`src/rtl/traffic_sensor_conditioner.sv`:
```
`default_nettype none
// ============================================================================
// traffic_sensor_conditioner
// Synchronizes, debounces and queues three loop-detector inputs for the
// traffic light controller. Optional macro STARVATION_FLAG_EN adds starve flags.
// Revision: 1.0
// ============================================================================
module traffic_sensor_conditioner #(
  parameter int DEB_CYCLES    = 2,
  parameter int CNT_W         = 4,
  parameter int STARVE_CYCLES = 64
) (
  input  logic             clk,
  input  logic             reset,
  input  logic             ew_str_raw,
  input  logic             ew_left_raw,
  input  logic             ns_raw,
  input  logic [1:0]       ew_str_light,
  input  logic [1:0]       ew_left_light,
  input  logic [1:0]       ns_light,
  output logic             ew_str_sensor,
  output logic             ew_left_sensor,
  output logic             ns_sensor,
`ifdef STARVATION_FLAG_EN
  output logic             ew_str_starve,
  output logic             ew_left_starve,
  output logic             ns_starve,
`endif
  output logic [CNT_W-1:0] ew_str_count,
  output logic [CNT_W-1:0] ew_left_count,
  output logic [CNT_W-1:0] ns_count
);

  localparam logic [1:0]       c_RED      = 2'b00;
  localparam logic [1:0]       c_GREEN    = 2'b10;
  localparam logic [3:0]       c_DEB_LAST = 4'(DEB_CYCLES - 1);
  localparam logic [CNT_W-1:0] c_CNT_MAX  = '1;

  logic [2:0]       w_raw;
  logic [1:0]       w_light  [3];
  logic [2:0]       w_sensor;
  logic [CNT_W-1:0] w_count  [3];

  assign w_raw      = {ns_raw, ew_left_raw, ew_str_raw};
  assign w_light[0] = ew_str_light;
  assign w_light[1] = ew_left_light;
  assign w_light[2] = ns_light;

`ifdef STARVATION_FLAG_EN
  logic [2:0] w_starve;
`endif

  for (genvar g = 0; g < 3; g++) begin : g_lane
    logic             r_s1;
    logic             r_s2;
    logic             r_deb;
    logic             r_deb_d;
    logic [3:0]       r_dcnt;
    logic [1:0]       r_prev;
    logic [CNT_W-1:0] r_count;
    logic             w_arrival;
    logic             w_served;

    assign w_arrival = r_deb & ~r_deb_d;
    // Green phase just ended: everything queued so far has been served.
    assign w_served  = (r_prev == c_GREEN) && (w_light[g] != c_GREEN);

    always_ff @(posedge clk or negedge reset) begin
      if (!reset) begin
        r_s1    <= 1'b0;
        r_s2    <= 1'b0;
        r_deb   <= 1'b0;
        r_deb_d <= 1'b0;
        r_dcnt  <= '0;
        r_prev  <= c_RED;
        r_count <= '0;
      end else begin
        r_s1    <= w_raw[g];
        r_s2    <= r_s1;
        r_deb_d <= r_deb;
        r_prev  <= w_light[g];

        if (r_s2 == r_deb) begin
          r_dcnt <= '0;
        end else if (r_dcnt == c_DEB_LAST) begin
          r_deb  <= r_s2;
          r_dcnt <= '0;
        end else begin
          r_dcnt <= r_dcnt + 4'd1;
        end

        if (w_served) begin
          r_count <= CNT_W'(w_arrival);
        end else if (w_arrival && (r_count != c_CNT_MAX)) begin
          r_count <= r_count + CNT_W'(1);
        end
      end
    end

    assign w_sensor[g] = r_deb | (r_count != '0);
    assign w_count[g]  = r_count;

`ifdef STARVATION_FLAG_EN
    localparam int                 c_TIMER_W = $clog2(STARVE_CYCLES) + 1;
    localparam logic [c_TIMER_W-1:0] c_STARVE  = c_TIMER_W'(STARVE_CYCLES);
    logic [c_TIMER_W-1:0] r_wait;

    always_ff @(posedge clk or negedge reset) begin
      if (!reset) begin
        r_wait <= '0;
      end else if ((w_light[g] == c_GREEN) || !w_sensor[g]) begin
        r_wait <= '0;
      end else if (r_wait != c_STARVE) begin
        r_wait <= r_wait + c_TIMER_W'(1);
      end
    end

    assign w_starve[g] = (r_wait == c_STARVE);
`endif
  end

  assign ew_str_sensor  = w_sensor[0];
  assign ew_left_sensor = w_sensor[1];
  assign ns_sensor      = w_sensor[2];
  assign ew_str_count   = w_count[0];
  assign ew_left_count  = w_count[1];
  assign ns_count       = w_count[2];

`ifdef STARVATION_FLAG_EN
  assign ew_str_starve  = w_starve[0];
  assign ew_left_starve = w_starve[1];
  assign ns_starve      = w_starve[2];
`endif

endmodule
`default_nettype wire

```
`config.mk`:
```
export PLATFORM = sky130hd
export DESIGN_NAME = traffic_sensor_conditioner
export DESIGN_NICKNAME = d
export VERILOG_FILES = /design/src/rtl/traffic_sensor_conditioner.sv
export SDC_FILE = /design/constraint.sdc
export NUM_CORES = 1
export LEC_CHECK = 0
export CORE_MARGIN = 8
export CORE_UTILIZATION = 50
export DETAILED_ROUTE_END_ITERATION = 16
export HOLD_SLACK_MARGIN = 0.12
export PLACE_DENSITY = 0.74
export SKIP_CTS_REPAIR_TIMING = 1
export SYNTH_ARGS = -nofsm -noshare
export SYNTH_HDL_FRONTEND = slang
export SYNTH_SLANG_ARGS = --single-unit
```
`constraint.sdc`:
```
create_clock -name clk -period 3.3 [get_ports clk]
set_input_delay 0.66 -clock clk [delete_from_list [all_inputs] [get_ports clk]]
set_output_delay 0.66 -clock clk [all_outputs]
set_load 0.01 [all_outputs]
```
Word-level counts from Yosys, hierarchy flattened
Index checks and enable logic that the tools add are counted.
{"block": "op_classes", "add_sub_neg": 6, "multipliers": 0, "div_mod_pow": 0, "n_lt_le_gt_ge": 0, "n_eq_ne": 15, "shift": 0, "mux": 12, "bitwise": 12, "reduce_logical": 15}
{"operator": "$mux W4", "n": 12}
{"operator": "$add A4 B1 Y4 const B", "n": 6}
{"operator": "$eq A4 B1 Y1 const B", "n": 3}
{"operator": "$ne A4 B4 Y1 const B", "n": 3}
{"operator": "$reduce_bool A4 Y1", "n": 3}
{"operator": "$eq A2 B2 Y1 const B", "n": 3}
{"operator": "$logic_and A1 B1 Y1", "n": 6}
{"operator": "$ne A2 B2 Y1 const B", "n": 3}
{"operator": "$not A1 Y1", "n": 6}
{"operator": "$reduce_and A2 Y1", "n": 3}
{"operator": "$reduce_bool A2 Y1", "n": 3}
{"operator": "$and A1 B1 Y1", "n": 3}
{"operator": "$eq A1 B1 Y1", "n": 3}
{"operator": "$or A1 B1 Y1", "n": 3}
{"block": "word_totals", "ff_bits": 42, "latch_bits": 0, "ramBits": 0, "mem_bits_ro": 0, "input_bits": 11, "out_inout_bits": 15, "elab_cells": 81, "n_memories": 0}

Depth between registers and ports, before layout
{"block": "logic_depth", "word_depth": 5, "depth_mapped": 4, "ltp_nobuf": 4}

Worst setup path after synthesis
Ideal clock, no wire load.
{"block": "synth_timing", "path_type": "register to output", "from": "register g_lane[0].r_count[0] (netlist: ew_str_count[0])", "to": "output port ew_str_sensor", "t_arrival_ps": 1126, "t_required_ps": 2640, "slack_ps": 1514, "path_stages_with_launch": 4, "path_cell_list": "dfrtp_1 > inv_1 > ha_1 > or4b_1"}
{"block": "synth_via", "elab_chain_len": 2}
{"element": "start: declaration", "line": "60", "rtl": "logic [CNT_W-1:0] r_count;"}
{"element": "start signal: assignment", "line": "93", "rtl": "r_count <= CNT_W'(w_arrival);"}
{"element": "start signal: assignment", "line": "95", "rtl": "r_count <= r_count + CNT_W'(1);"}
{"element": "$reduce_bool A4 Y1", "line": "100", "rtl": "assign w_sensor[g] = r_deb | (r_count != '0);"}
{"element": "$or A1 B1 Y1", "line": "100"}
{"element": "end: declaration", "line": "21", "rtl": "output logic ew_str_sensor,"}
Every way passes these cells.

Worst setup path in the final report
Same ends and word-level chain as after synthesis.

==> flow_metrics.py <==
metrics = {
    "outcome": {
        "status": "complete, no violations",
    },
    "global_routing": {
        "grt_pass1_vias": 1306,
        "grt_pass1_wl_mm": 5.62,
        "grt_max_degree": 43,
        "grt_overflow": 0,
        "grt_usage_pct": 11.5,
        "antenna_found_initial": 0,
    },
    "clock_network": {
        "cts_tree": "yes",
        "cts-root-buf": "clkbuf_8",
        "clk_pin_slew_ns": 0.07,
        "clk_latency_ns": 0.28,
        "clock_sinks": 42,
        "ctsLongestPathBuffers": 2,
        "cts_buffers": 5,
        "h-tree-depth": 2,
    },
    "layout": {
        "nFillCells": 287,
        "fin_nets": 218,
        "area_growth_pct": 22.6,
        "multi_input_area_um2": 763,
        "antenna_cells": 0,
        "utilization_pct": 62.9,
        "drive_gt1_share_pct": 5.64,
        "mostFrequentLayoutCells": "42 x dfrtp_1, 24 x clkdlybuf4s50_1, 19 x nor2_1",
        "final_common_cell": "dfrtp_1",
        "seqCellArea_um2": 1050,
    },
    "route": {
        "wl_met3_um": 158,
        "detail_route.wl_per_cell_um": 13.4,
        "vias": 1300,
        "post-route-drc-count": 0,
        "routedLengthMet1_mm": 1.40,
        "wl_met2_mm": 1.64,
        "drt-total-wl_mm": 3.25,
        "top_layer": "met4",
        "drt_iter0_drc": 63,
        "vias_per_cell": 5.35,
        "first_pass_iters": 4,
        "drt.antenna.violating_nets": 0,
    },
    "timing": {
        "fmax_mhz": 389,
        "maxSlewHeadroom_pct": 40.4,
        "finalSetupViolCount": 0,
        "hold_violations": 0,
        "drv_slew": 0,
        "rsz0062_at_grt": "false",
        "layout_worst_path_cycle_share_pct": 77.8,
        "fin_crit_ns": 2.57,
        "tns_ns": 0,
        "tightest_slew_ns": 0.894,
        "skew_ns": 0.00657,
    },
    "critical_path": {
        "timing.rr.end": "ns_count[0]",
        "slowest_stage": "clkdlybuf4s50_1",
        "setup.worst_path.end": "ew_str_sensor",
        "crit_start": "ew_str_count[0]",
        "r2r-start": "ns_count[0]",
        "r2r_slack_ns": 1.88,
        "critPathCaptureType": "output port",
        "arrival_ns": 1.91,
        "path_cells": "inv_1, ha_1, or4b_1, clkdlybuf4s50_1",
        "crit_fanout": 7,
        "path_delay_family": "buffers and inverters",
        "crit_cells": 4,
        "crit_type": "reg2out",
        "startpoint_type": "flop",
        "crit_required_ns": 2.64,
        "cpPeakStageDelay_ns": 0.50,
        "path_buf_inv": 2,
        "reg2reg_depth": 4,
    },
    "synth": {
        "synth.area.top_cells": "dfrtp_1 57%, ha_1 8.1%, nor2_1 3.9%",
        "ys_warn_count": 0,
        "synth_top_area_share_pct": 56.8,
        "yosysTopAreaCell": "dfrtp_1",
        "yosysSeqAreaShare_pct": 56.8,
        "syn_area_um2": 1850,
        "syn_nets": 186,
        "ys.flop_type": "dfrtp_1",
        "synthCells": 163,
        "synth_edf_count": 0,
        "synthArstFlopShare_pct": 100,
        "ys_ff_latch": 42,
        "synthDistinctLibCells": 29,
        "synth_area_per_cell_um2": 11.4,
    },
    "placement": {
        "globalplace.congestion": 0.857,
        "place_hpwl_mm": 2.42,
        "port_buffers": 25,
    },
    "power": {
        "p_comb_share_pct": 33.2,
        "p_leak_uw": 0.000996,
        "seqPwrFrac_pct": 44.5,
        "p_switching_uw": 577,
        "p_per_area_nw_per_um2": 784,
        "internal_power_uw": 1200,
        "power_frac_clock_pct": 22.3,
        "p_sw_share_pct": 32.4,
        "peakVddDrop_uv": 445,
    },
    "hold_path": {
        "min_path_type": "reg2reg",
    },
    "floorplanning": {
        "dieArea_um2": 5910,
        "die_h_um": 76.9,
        "die-width_um": 76.9,
        "core-area_um2": 3610,
        "io_pins": 26,
        "num_rows": 22,
        "start_util_pct": 51.4,
    },
    "job": {
        "drv_cap": 0,
    },
}
-- worst reg2reg max path, cell delays in order, from the launching register on --
cell and delay (ns):
dfrtp_1 0.44, ha_1 0.27, and3_1 0.25, o221ai_1 0.16, o311ai_0 0.16
-- area by class of cell --
cell class	instances	share of cell area, %
Sequential cell	42	46.3
Clock buffer	6	3.64
Timing Repair Buffer	25	10.8
Tap cell	48	2.65
Clock inverter	1	1.32
Multi-Input combinational cell	111	33.6
Inverter	10	1.65
-- state kept, by name, summed over array words and instances (netlist names), 4 cells and up --
register and flops:
g_lane.r_dcnt 12, g_lane.r_prev 6, ew_left_count 4, ew_str_count 4, ns_count 4
-- cell usage after synthesis, types with 2 or more instances --
cell type and number:
xnor2_1 6, a21o_1 3, nand3_1 6, ha_1 12, or4b_1 2, o221ai_1 3
or3_1 3, nor2_1 19, o311ai_0 3, xor2_1 3, o21ai_0 3, a21oi_1 7
and3_1 3, mux2_2 3, nor2b_1 6, nand2b_1 6, nor3_1 7, dfrtp_1 42
nand2_1 5, nand3b_1 3, inv_1 10
-- per-layer routing --
metal / track usage [%] / vias up
met5: 0 / -
met4: 5.00 / 0
met3: 3.85 / 7
met2: 18.9 / 28
met1: 13.2 / 631
li1: - / 634
-- worst min-delay path by stage --
stage / slack (ns) / from / to / cells past startpoint
floorplan: 0.33 / g_lane[0].r_s1 / g_lane[0].r_s2 / 0
global placement: 0.33 / g_lane[2].r_s1 / g_lane[2].r_s2 / 0
detailed placement: 0.33 / g_lane[1].r_s1 / g_lane[1].r_s2 / 0
CTS: 0.35 / g_lane[2].r_s1 / g_lane[2].r_s2 / 0
global route: 0.36 / g_lane[2].r_s1 / g_lane[2].r_s2 / 0
finish: 0.34 / g_lane[2].r_s1 / g_lane[2].r_s2 / 0
-- power groups by stage --
stage                     Combinational, µW  Clock, µW  Sequential [µW]
after floorplan                         349          0              788
after global placement                  572          0              784
after detailed placement                599          0              803
after CTS                               603        411              792
after global routing                    672        428              820
final                                   590        397              793
-- cells by family after synthesis --
kind of cell,Yosys count,share of synthesized area [%]
adder cells (fa/ha/maj),12,8.11
multiplexers,3,1.82
XOR/XNOR,9,4.26
buffers and inverters,10,2.03
flip-flops,42,56.8
AND/OR/NAND/NOR,64,18.5
AO/OA/AOI/OAI,23,8.51
-- stage by stage --
step	cell area (µm²)	hold WS [ns]	std cells	setup slack (ns)	total power [µW]
CTS	2270	0.346	243	0.716	1810
detailed placement	2160	0.335	236	1.04	1400
global placement	2160	0.334	236	1.11	1360
finish	2270	0.343	243	0.732	1780
global route	2270	0.362	243	0.656	1920
floorplan	1850	0.331	163	1.51	1140
Power figures use the tool's default switching activity.
==> variant 1 (same flow settings) <==
The option `STARVATION_FLAG_EN` is turned on by a define.
--- a/src/rtl/traffic_sensor_conditioner.sv
+++ b/src/rtl/traffic_sensor_conditioner.sv
@@ -5,6 +5,8 @@
 // traffic light controller. Optional macro STARVATION_FLAG_EN adds starve flags.
 // Revision: 1.0
 // ============================================================================
+`define STARVATION_FLAG_EN
+
 module traffic_sensor_conditioner #(
   parameter int DEB_CYCLES    = 2,
   parameter int CNT_W         = 4,
Check against the original RTL (old outputs only; new: ew_left_starve, ew_str_starve and ns_starve): equivalent (Yosys induction, for registers that start in step).
==> variant 1 against the unedited design <==
- final cell count is 53% higher
- design area is 49% higher
- power is 41% higher
- synthesized area is 56% higher
- routed wire length is 40% higher
- non-clock buffer count is 5 higher
- sequential cell count is 21 higher
- worst setup slack worse by 63 ps
- largest cell class unchanged
==> variant 1: results (changes against the unedited design) <==
* Status: complete, no violations
* Peak VDD IR at 419 uV (-6.0%)
* Met3 Use GR at 0.0399 (+0.00147)
* Clock skew at 3.60 ps (-2.97 ps)
* P_sw at 850 uW (+47%)
* Clock-cell share of area at 0.0483 (-0.00129)
* Post-detail-place hpwl at 3270 um (+35%)
* Clock buffer cells at 13 (+7)
* Layout net count at 325 (+49%)
* All-layer global routing usage at 0.120 (+0.00531)
* Reg-to-reg slack, setup at 1810 ps (-70 ps)
* Mux contribution to synthesized area at 0.0326 (+0.0143)
* Signal buffers at 30 (+20%)
* Met3 wire len at 236 um (+49%)
* Met2 Wirelength at 2060 um (+26%)
* Count of non-CTS inverters in the layout at 18 (+8)
* Latest clock arrival within the worst-skew pair at 320 ps (+40 ps)
* Share of layout cells above drive strength 1 at 0.0797 (+0.0233)
* Comb_multi_in at 176 (+59%)
* Largest net degree at the start of global routing at 50 (+16%)
* CP Capture Point: ew_left_sensor
* Syn_nets at 288 (+55%)
* Top FF cell, synth: dfrtp_1
* #FFs+latches synth at 63 (+50%)
* WP data arrival at 1970 ps (+60 ps)
* Hold Startpoint: g_lane[1].r_s1
* Pleak at 0.00158 uW (+58%)
* First-pass GRT wire length at 8310 um (+48%)
* Compound-Gate Fraction of Synth Area at 0.0482 (-0.0370)
* Top cells by area, synth: dfrtp_1 55%, ha_1 6.9%, xor2_1 4.9%
* Port buffer count at 28 (+12%)
* Synth Area in Adders at 0.0694 (-0.0116)
* Worst slew pin tran at 1020 ps (+121 ps)
* TritonCTS buffer count at 9 (+4)
* Reg2reg end: g_lane[1].r_wait[2]
* Crit path max fanout at 5 (-2)
* Most common library cells after synthesis: 63 x dfrtp_1, 36 x nor2_1, 19 x nand3_1, 18 x inv_1
* Final Wtd Congestion at 0.848 (-1.1%)
* CTS H-tree lvls at 3 (+1)
* Post-synth cell types at 37 (+28%)
* Setup crit start: ew_left_count[0]
* Multi-input logic portion of the cell area at 0.355 (+0.0186)
* DRT iter0 DRCs at 38 (-40%)
* Hold endpoint: g_lane[1].r_s2
* Filler instances at 469 (+63%)
* Avg WL per Cell at 12.2 um (-8.9%)
* Reg2reg start: ew_left_count[0]
* XOR/XNOR share of the synthesized area at 0.0820 (+0.0395)
* Seq area share at 0.465 (+0.00171)
* Leading registers by flop count: g_lane.r_wait (21), g_lane.r_dcnt (12), g_lane.r_prev (6)
* Total number of vias at 1919 (+48%)
* R2R cell count at 5 (+1)
## variant 1: worst reg2reg max path, stage by stage (launching register included)
cell and delay (ps):
dfrtp_1 430, inv_1 100, ha_1 140, or4b_4 480, o21ai_4 130, nor3_1 90
## variant 1: per-stage QoR
stage | setup WS (ps) | cells | hold WS, ps | cell area (um^2)
CTS | 653 | 373 | 350 | 3390
detailed placement | 1010 | 359 | 336 | 3230
finish | 670 | 373 | 348 | 3390
global route | 580 | 373 | 362 | 3390
floorplan | 1510 | 261 | 331 | 2880
global placement | 1050 | 359 | 333 | 3230
## variant 1: power groups by stage
stage / clock [uW] / combinational, uW / sequential, uW
detailed placement: 0 / 826 / 1160
CTS: 578 / 830 / 1150
finish: 556 / 814 / 1150
floorplan: 0 / 538 / 1130
global placement: 0 / 809 / 1140
global route: 615 / 938 / 1180
==> variant 2 (same settings) <==
Without the edit above. Register the inputs `ew_str_raw`, `ew_left_raw`, `ns_raw`, `ew_str_light`, `ew_left_light` and `ns_light` before use, with the module's reset. The logic sees them one clock later.
--- a/src/rtl/traffic_sensor_conditioner.sv
+++ b/src/rtl/traffic_sensor_conditioner.sv
@@ -36,15 +36,40 @@
   localparam logic [3:0]       c_DEB_LAST = 4'(DEB_CYCLES - 1);
   localparam logic [CNT_W-1:0] c_CNT_MAX  = '1;
 
+  logic ew_str_raw_q;
+  logic ew_left_raw_q;
+  logic ns_raw_q;
+  logic [1:0] ew_str_light_q;
+  logic [1:0] ew_left_light_q;
+  logic [1:0] ns_light_q;
+
+  always_ff @(posedge clk or negedge reset) begin
+    if (!reset) begin
+      ew_str_raw_q    <= '0;
+      ew_left_raw_q   <= '0;
+      ns_raw_q        <= '0;
+      ew_str_light_q  <= '0;
+      ew_left_light_q <= '0;
+      ns_light_q      <= '0;
+    end else begin
+      ew_str_raw_q    <= ew_str_raw;
+      ew_left_raw_q   <= ew_left_raw;
+      ns_raw_q        <= ns_raw;
+      ew_str_light_q  <= ew_str_light;
+      ew_left_light_q <= ew_left_light;
+      ns_light_q      <= ns_light;
+    end
+  end
+
   logic [2:0]       w_raw;
   logic [1:0]       w_light  [3];
   logic [2:0]       w_sensor;
   logic [CNT_W-1:0] w_count  [3];
 
-  assign w_raw      = {ns_raw, ew_left_raw, ew_str_raw};
-  assign w_light[0] = ew_str_light;
-  assign w_light[1] = ew_left_light;
-  assign w_light[2] = ns_light;
+  assign w_raw      = {ns_raw_q, ew_left_raw_q, ew_str_raw_q};
+  assign w_light[0] = ew_str_light_q;
+  assign w_light[1] = ew_left_light_q;
+  assign w_light[2] = ns_light_q;
 
 `ifdef STARVATION_FLAG_EN
   logic [2:0] w_starve;
Check against the original RTL: not equivalent (a bounded check fails within 10 cycles, from zero or initial values and one cycle with reset low).
==> variant 2 against the unedited design <==
- routed wire length grew 16%
- clock skew is essentially flat
- synthesized area grew 12%
- largest power group unchanged
- design area grew 9.5%
- highest routed layer unchanged
- power grew 4.2%
- non-clock buffer count is the same
- combinational power shrank 1%
- sequential cell count grew 9
- worst setup slack lost 22 ps
==> variant 2: results (changes against the unedited design) <==
* Layout net count at 227 (+4.1%)
* Peak VDD IR at 338 uV (-24%)
* Filler instances at 327 (+14%)
* Seq area share at 0.514 (+0.0505)
* Worst slew pin tran at 1070 ps (+174 ps)
* Mux contribution to synthesized area at 0.0163 (-0.00198)
* Count of non-CTS inverters in the layout at 11 (+1)
* All-layer global routing usage at 0.126 (+0.0110)
* Clock buffer cells at 8 (+2)
* Hold Path Stages at 0 (unchanged)
* Comb_multi_in at 110 (-0.90%)
* Post-detail-place hpwl at 2750 um (+14%)
* Setup crit start: ns_count[0]
* XOR/XNOR share of the synthesized area at 0.0380 (-0.00462)
* Hold Startpoint: g_lane[0].r_s1
* Most common library cells after synthesis: 51 x dfrtp_1, 19 x nor2_1, 12 x ha_1, 11 x inv_1
* Status: complete, no violations
* Top cells by area, synth: dfrtp_1 61%, ha_1 7.2%, nor2_1 3.4%
* Post-synth cell types at 26 (-10%)
* Reg2reg start: ew_left_count[0]
* Fraction of the yosys area taken by sequential cells at 0.614 (+0.0469)
* Placed Cells incl. Taps at 247 (+4.7%)
* Compound-Gate Fraction of Synth Area at 0.0717 (-0.0134)
* Register area at 1280 um^2 (+21%)
* WP data arrival at 1930 ps (+20 ps)
* Placed Instance Area at 2380 um^2 (+11%)
* Vias in the first global route at 1381 (+5.7%)
* Post-Route WL at 3780 um (+16%)
* Area of the multi-input gates at 759 um^2 (-0.49%)
* Layout Cells excl Fill at 255 (+4.9%)
* TritonCTS buffer count at 5 (unchanged)
* Largest net degree at the start of global routing at 52 (+21%)
* Synth Area in Adders at 0.0723 (-0.00879)
* Seq cells at 51 (+21%)
* Cells after Synth at 172 (+5.5%)
* First-pass GRT wire length at 6340 um (+13%)
* DRT iter0 DRCs at 81 (+29%)
* Clock skew at 6.11 ps (-0.458 ps)
* Final Wtd Congestion at 0.822 (-4.1%)
* Pleak at 0.00110 uW (+10%)
* Clock-cell share of area at 0.0403 (-0.00933)
* Signal buf overhead at 0.0987 (-0.00936)
* Share of layout cells above drive strength 1 at 0.0537 (-0.00275)
* Initial DRT Pass Iterations at 6 (+2)
* Crit path max fanout at 6 (-1)
==> variant 2: routing by layer <==
metal  global-route usage  wire length (um)  vias up
li1                     -                 -      655
met1                0.142              1560      676
met2                0.213              1950       37
met3               0.0435               203        7
met4               0.0491                68        0
met5                    0                 0        -
==> variant 2: stage by stage <==
stage | total power [uW] | worst slack [ps] | hold WS (ps) | util
finish | 1860 | 710 | 353 | 0.621
global route | 1990 | 618 | 362 | 0.621
CTS | 1880 | 707 | 357 | 0.621
detailed placement | 1490 | 1050 | 339 | 0.596
global placement | 1440 | 1120 | 331 | 0.596
floorplan | 1220 | 1530 | 331 | -
==> variant 2: path summary, 6_finish.rpt <==
kind,slack (ps),endpoint
max,710,ns_sensor
min,350,g_lane[0].r_s2
max reg2reg,1940,ew_left_count[0]
min reg2reg,350,g_lane[0].r_s2
max in group asynchronous,2080,g_lane[0].r_dcnt[1]
min in group asynchronous,560,ew_left_count[1]
==> variant 2: report_power, final <==
part | internal, uW | switching, uW
sequential | 753 | 146
combinational | 306 | 276
clock | 191 | 184
